$ cat src/rtl/sram_req_adapter_if.sv
// rtl/sram_req_adapter_if.sv - request/response and SRAM-side signal bundle for sram_req_adapter
interface sram_req_adapter_if #(
  parameter int ADDR_W = 4,
  parameter int DATA_W = 32
);
  logic              req_valid;
  logic              req_ready;
  logic              req_wen;
  logic [ADDR_W-1:0] req_addr;
  logic [DATA_W-1:0] req_wdata;
  logic              resp_valid;
  logic              resp_ready;
  logic [DATA_W-1:0] resp_rdata;
  logic [ADDR_W-1:0] s_addr;
  logic              s_wen;
  logic [DATA_W-1:0] s_wdata;
  logic [DATA_W-1:0] s_rdata;

  // slave = the adapter; master = requester plus the SRAM macro
  modport slave (
    input  req_valid, req_wen, req_addr, req_wdata, resp_ready, s_rdata,
    output req_ready, resp_valid, resp_rdata, s_addr, s_wen, s_wdata
  );

  modport master (
    output req_valid, req_wen, req_addr, req_wdata, resp_ready, s_rdata,
    input  req_ready, resp_valid, resp_rdata, s_addr, s_wen, s_wdata
  );
endinterface

$ cat src/rtl/sram_req_adapter.sv
// rtl/sram_req_adapter.sv - valid/ready request adapter for a 1-cycle-latency SRAM
// Reads land in a 2-entry response FIFO; outstanding reads are capped at two.
module sram_req_adapter #(
  parameter int ADDR_W = 4,
  parameter int DATA_W = 32
) (
  input  logic              clk,
  input  logic              rst,
  sram_req_adapter_if.slave bus
);
  logic              inflight_q, inflight_d;
  logic [1:0]        count_q, count_d;
  logic              wr_ptr_q, rd_ptr_q;
  logic [DATA_W-1:0] fifo_q [2];
  logic [ADDR_W-1:0] s_addr_q;
  logic              s_wen_q;
  logic [DATA_W-1:0] s_wdata_q;

  logic req_ready_w, resp_valid_w, accept, push, pop;

  // Ready only looks at state, so an upstream can never form a comb loop through it.
  assign req_ready_w  = (({1'b0, inflight_q} + count_q) < 2'd2);
  assign resp_valid_w = (count_q != 2'd0);
  assign accept       = bus.req_valid && req_ready_w;
  assign push         = inflight_q;
  assign pop          = resp_valid_w && bus.resp_ready;

  always_comb begin
    inflight_d = accept && !bus.req_wen;
    count_d    = count_q;
    case ({push, pop})
      2'b10:   count_d = count_q + 2'd1;
      2'b01:   count_d = count_q - 2'd1;
      default: count_d = count_q;
    endcase
  end

  always_ff @(posedge clk) begin
    if (rst) begin
      inflight_q <= 1'b0;
      count_q    <= 2'd0;
      wr_ptr_q   <= 1'b0;
      rd_ptr_q   <= 1'b0;
      s_addr_q   <= '0;
      s_wen_q    <= 1'b0;
      s_wdata_q  <= '0;
    end else begin
      inflight_q <= inflight_d;
      count_q    <= count_d;
      s_wen_q    <= accept && bus.req_wen;
      if (accept) begin
        s_addr_q <= bus.req_addr;
        if (bus.req_wen) s_wdata_q <= bus.req_wdata;
      end
      // s_rdata belongs to the s_addr driven this cycle, i.e. last cycle's read.
      if (push) begin
        fifo_q[wr_ptr_q] <= bus.s_rdata;
        wr_ptr_q         <= ~wr_ptr_q;
      end
      if (pop) rd_ptr_q <= ~rd_ptr_q;
    end
  end

  assign bus.req_ready  = req_ready_w;
  assign bus.resp_valid = resp_valid_w;
  assign bus.resp_rdata = fifo_q[rd_ptr_q];
  assign bus.s_addr     = s_addr_q;
  assign bus.s_wen      = s_wen_q;
  assign bus.s_wdata    = s_wdata_q;
endmodule

$ cat src/flat_wrapper.sv
// flat-port wrapper written by rule: the top's interface ports become plain ports
module sram_req_adapter_flat 
#(
  parameter int ADDR_W = 4,
  parameter int DATA_W = 32
)
  (clk, rst, bus_req_valid, bus_req_wen, bus_req_addr, bus_req_wdata, bus_resp_ready, bus_s_rdata, bus_req_ready, bus_resp_valid, bus_resp_rdata, bus_s_addr, bus_s_wen, bus_s_wdata);
  sram_req_adapter_if #(.ADDR_W(ADDR_W), .DATA_W(DATA_W)) bus_i ();
  input  logic clk;
  input  logic rst;
  input wire logic [$bits(bus_i.req_valid)-1:0] bus_req_valid;
  input wire logic [$bits(bus_i.req_wen)-1:0] bus_req_wen;
  input wire logic [$bits(bus_i.req_addr)-1:0] bus_req_addr;
  input wire logic [$bits(bus_i.req_wdata)-1:0] bus_req_wdata;
  input wire logic [$bits(bus_i.resp_ready)-1:0] bus_resp_ready;
  input wire logic [$bits(bus_i.s_rdata)-1:0] bus_s_rdata;
  output wire logic [$bits(bus_i.req_ready)-1:0] bus_req_ready;
  output wire logic [$bits(bus_i.resp_valid)-1:0] bus_resp_valid;
  output wire logic [$bits(bus_i.resp_rdata)-1:0] bus_resp_rdata;
  output wire logic [$bits(bus_i.s_addr)-1:0] bus_s_addr;
  output wire logic [$bits(bus_i.s_wen)-1:0] bus_s_wen;
  output wire logic [$bits(bus_i.s_wdata)-1:0] bus_s_wdata;
  assign bus_i.req_valid = bus_req_valid;
  assign bus_i.req_wen = bus_req_wen;
  assign bus_i.req_addr = bus_req_addr;
  assign bus_i.req_wdata = bus_req_wdata;
  assign bus_i.resp_ready = bus_resp_ready;
  assign bus_i.s_rdata = bus_s_rdata;
  assign bus_req_ready = bus_i.req_ready;
  assign bus_resp_valid = bus_i.resp_valid;
  assign bus_resp_rdata = bus_i.resp_rdata;
  assign bus_s_addr = bus_i.s_addr;
  assign bus_s_wen = bus_i.s_wen;
  assign bus_s_wdata = bus_i.s_wdata;
  sram_req_adapter #(.ADDR_W(ADDR_W), .DATA_W(DATA_W)) u_core (.clk(clk), .rst(rst), .bus(bus_i));
endmodule
$ cat config.mk
export PLATFORM = sky130hd
export DESIGN_NAME = sram_req_adapter_flat
export DESIGN_NICKNAME = d
export VERILOG_FILES = /design/src/rtl/sram_req_adapter_if.sv /design/src/rtl/sram_req_adapter.sv /design/src/flat_wrapper.sv
export SDC_FILE = /design/constraint.sdc
export NUM_CORES = 1
export LEC_CHECK = 0
export ABC_CLOCK_PERIOD_IN_PS = 5600
export CAP_MARGIN = 20
export CORE_ASPECT_RATIO = 1.5
export CORE_UTILIZATION = 45
export DETAILED_ROUTE_END_ITERATION = 12
export PLACE_DENSITY = 0.76
export SLEW_MARGIN = 0
export SYNTH_ARGS = -nofsm -noshare
export SYNTH_HDL_FRONTEND = slang
export SYNTH_SLANG_ARGS = --single-unit
$ cat constraint.sdc
create_clock -name clk -period 5.6 [get_ports clk]
set_input_delay 1.12 -clock clk [delete_from_list [all_inputs] [get_ports clk]]
set_output_delay 1.12 -clock clk [all_outputs]
set_load 0.01 [all_outputs]
# Word level (Yosys, flattened, before mapping)
# Memories as Yosys holds them, arrays and structs flattened. A register that Yosys moved wholly into a read port is not among the register bits.
# Index checks and enable logic that the tools add are counted.
[word_totals]
elab_cells = 30
ram_bits = 64
memories = 1
out_inout_bits = 71
reg_bits = 42
[op_classes]
add_sub_neg = 3
n_mux = 6
bitwise = 2
n_eq_ne = 2
reduce_logical = 8
magnitude_cmp = 1
[mem_list]
columns = ["memory", "depth", "word_bits", "read_ports", "rd_clocked_by_memory_dff", "write_ports", "line_no", "source"]
rows = [
  ["u_core.fifo_q", 2, 32, 1, 1, 1, "sram_req_adapter.sv:14", "logic [DATA_W-1:0] fifo_q [2];"],
]
[op_table]
columns = ["operator", "n"]
rows = [
  ["1-bit 2-to-1 mux", 5],
  ["1-bit logical AND", 4],
  ["2-bit one-hot mux with 2 select lines", 1],
  ["2-bit nonzero test", 2],
  ["1-bit by 2-bit adder with 2-bit output", 1],
  ["2-bit by 1-bit adder with 2-bit output (second input constant)", 1],
  ["2-bit by 1-bit == test with 1-bit output (second input constant)", 1],
  ["2-bit == test (second input constant)", 1],
  ["2-bit < comparator (second input constant)", 1],
  ["1-bit inverter", 2],
  ["2-bit AND reduction", 1],
  ["2-bit by 1-bit subtractor with 2-bit output (second input constant)", 1],
  ["1-bit logical NOT", 1],
]

# Logic depth before layout (Yosys ltp)
[logic_depth]
depth_word = 4
ltp_mapped = 6
ltp_nobuf = 5

# Least setup slack after synthesis
# No wires, ideal clock.
[synth_timing]
path_type = "input to register"
from = "input rst"
to = "memory u_core.fifo_q[1][0] (enable)"
slack_ns = 1.271
required_ns = 5.132
arrival_time_ns = 3.861
stages = 3
cell_sequence = "clkbuf_1 -> clkbuf_1 -> nor3b_1"
[synth_between]
elab_chain_cells = 2
[synth_rtl]
columns = ["element", "line_no", "source"]
rows = [
  ["start: declaration", "flat_wrapper.sv:10", "input logic rst;"],
  ["1-bit 2-to-1 mux", "sram_req_adapter.sv:39", "if (rst) begin"],
  ["1-bit 2-to-1 mux (implied by the code)", "sram_req_adapter.sv:57", "fifo_q[wr_ptr_q] <= bus.s_rdata;"],
  ["end: declaration", "sram_req_adapter.sv:14", ""],
]
# Every way passes these cells.

==> results.toml <==
[power_and_ir_drop]
swShare_pct = 24.1
power_density_nw_per_um2 = 300
p_total_mw = 1.81
max-vdd-ir-drop_v = 0.000194
clock_power_share_pct = 33.5
p_switching_mw = 0.435
combPwrFrac_pct = 17.6
internal_power_mw = 1.37
p_seq_share_pct = 48.9
power_leakage_nw = 2.10

[timing]
rsz0062_at_grt = "no"
skew_ns = 0.00759
setup_viol = 0
max_slew_margin_pct = 64.5
worst_pin_slew_ns = 0.532
drv_slew = 0
fmaxAchievable_mhz = 328
setup_tns_ns = 0
layout_min_cycle_time_ns = 3.05
finalWorstSetupSlack_ns = 2.55
finalHoldViolations = 0
fin_crit_sh_pct = 54.5

[synth]
synth_seq_cells = 107
synth_edf_count = 64
synth.distinct_cells = 32
syn_area_per_cell_um2 = 14.5
syn_area_um2 = 4230
synth_nets = 366
yosysWarnings = 0
ys.flop_type = "edfxtp_1"
netlist_instances = 292
yosysSeqAreaShare_pct = 65.8
postSynth.asyncResetShare_pct = 0

[global_route]
grtUsageTotal_pct = 17.6
grt_start_max_net_pins = 78
grt_pass1_wl_um = 12800
antenna_found_initial = 0
grt-ovfl-total = 0
grt_pass1_vias = 2735

[routing]
detail_route.vias_per_cell = 4.92
routed_wl_um = 8400
vias = 2705
wl_per_cell_um = 15.3
drtIter0Drc = 130
drc = 0
dr.pass1.iters = 4
antenna_left = 0

[outcome]
status = "finished, final reports clean"

[clocking]
post_cts_resize_count = 0
clk_pin_slew_ns = 0.07
clkLatencyLatePin_ns = 0.34
clock_sinks = 107
h-tree-depth = 3
cts_buffer_depth = 2
post_cts_buffers = 0
cts_tree = "yes"
cts_made_buffers = 9
cts_hold_buf = 0
cts_root_buffer = "clkbuf_16"

[floorplanning]
core_area_um2 = 9200
die-area_um2 = 9790
die_x_um = 81.1
die_y_um = 121
row_count = 43
initial_core_util_pct = 45.9
num_io_pins = 144

[layout]
diodes = 0
drive_above_1_share_pct = 12.3
nNetsFinal = 507
syn2layout_area_growth_pct = 42.7

[setup_path]
critPathArrivalTime_ns = 1.93
path_cells = "buf_4 > mux2_2 > clkdlybuf4s50_1"
crit_path_end_kind = "primary output"
path_max_fanout = 32
crit_type = "register to primary output"
cp_slowest_cell = "clkdlybuf4s50_1"
worstPathRequired_ns = 4.48
cp-start-kind = "register"
max_stage_delay_ns = 0.49

[run]
cap_violations = 0

[place]
place_worst_setup_slack_ns = 2.82
gp_congestion = 0.689
hpwlAfterDp_um = 5810
io_buffers = 143

[worst_hold_path]
hold_class = "register to register"
[layer usage]
layer,wire [um],part of all wire (%),GRT usage (%)
met3,775,9.2,7.02
met5,0,0,0
met1,3380,40,20.7
met2,4120,49,28.6
met4,113,1.3,6.36
[cells in the mapped netlist, drive strengths merged (2+ instances only)]
master / count / area [um2]
edfxtp: 64 / 1920
nand2b: 64 / 400
dfxtp: 43 / 861
mux2: 32 / 360
mux2i: 32 / 320
clkbuf: 10 / 37.5
buf: 8 / 61.3
a21oi: 5 / 25.0
nor2: 5 / 18.8
nand4: 4 / 25.0
o31ai: 4 / 30.0
xnor2: 3 / 26.3
inv: 2 / 7.51
nor3: 2 / 21.3
[cell families (layout without fill, tap and decap cells)]
logic type | Yosys count | in the layout | share of synthesized area, %
DFF | 107 | 107 | 65.8
and+or+nand+nor | 83 | 83 | 12.3
muxes | 64 | 64 | 16.1
buffers and inverters | 20 | 166 | 2.52
AOI/OAI and AO/OA | 13 | 13 | 2.10
xor gates and xnor gates | 4 | 4 | 0.829
adders and majority gates | 1 | 1 | 0.296
[state kept, by name, indices dropped and copies added, names as in the netlist, named ones only]
name,flops
u_core.rd_ptr_q,1
u_core.bus.s_wen,1
u_core.fifo_q,64
u_core.wr_ptr_q,1
u_core.bus.s_addr,4
u_core.count_q,2
u_core.bus.s_wdata,32
u_core.inflight_q,1
[worst max-delay path, delay by kind of cell (launching register included)]
family / cells / cell delay [ns]
buffers and inverters: 2 / 0.87
muxes: 1 / 0.40
DFF: 1 / 0.31
[final cells by class]
| class | count | area [um2] |
|---|---|---|
| clock buffer | 9 | 225 |
| multi-input combinational | 165 | 1350 |
| clock inverter | 7 | 62.6 |
| inverter | 2 | 7.51 |
| timing repair buffer | 148 | 1460 |
| fill | 715 | 3170 |
| sequential | 107 | 2780 |
| tap | 112 | 140 |
[cells in the final DEF, fill, tap and decap left out, types with 2 or more instances in the layout]
master and count:
a21oi_1 5, buf_4 5, clkbuf_16 9, clkdlybuf4s50_1 142, dfxtp_1 43, edfxtp_1 64
inv_1 2, inv_6 3, inv_8 2, mux2_1 6, mux2_2 26, mux2i_1 32
nand2b_1 64, nand4_1 4, nor2_1 5, o31ai_1 4, xnor2_1 3
[power by group through the flow]
stage / Combinational, mW / Sequential [mW] / Clock [mW]
after floorplan: 0.153 / 0.902 / 0
after global placement: 0.315 / 0.899 / 0
after detailed placement: 0.321 / 0.900 / 0
after CTS: 0.323 / 0.883 / 0.628
after global routing: 0.343 / 0.887 / 0.656
final: 0.318 / 0.883 / 0.606
[final timing paths]
path | cells past startpoint | slack, ns | to | from
min reg2reg | 2 | 0.47 | u_core.bus.s_wdata[24]$_SDFFE_PP0P_ | u_core.bus.s_wdata[24]$_SDFFE_PP0P_
max reg2reg | 4 | 3.86 | u_core.bus.s_wdata[13]$_SDFFE_PP0P_ | u_core.count_q[1]$_SDFFE_PP0P_
min | 2 | 0.47 | u_core.bus.s_wdata[24]$_SDFFE_PP0P_ | u_core.bus.s_wdata[24]$_SDFFE_PP0P_
max | 3 | 2.55 | bus_resp_rdata[8] | register
[through the flow]
step	hold WS, ns	utilization, %	std cells	cell area (um2)
floorplan	0.481	-	292	4230
global placement	0.458	62.4	534	5740
detailed placement	0.463	62.4	534	5740
CTS	0.476	65.5	550	6030
global route	0.489	65.5	550	6030
finish	0.474	65.5	550	6030
Note: power is estimated with default switching activity, not from simulation.
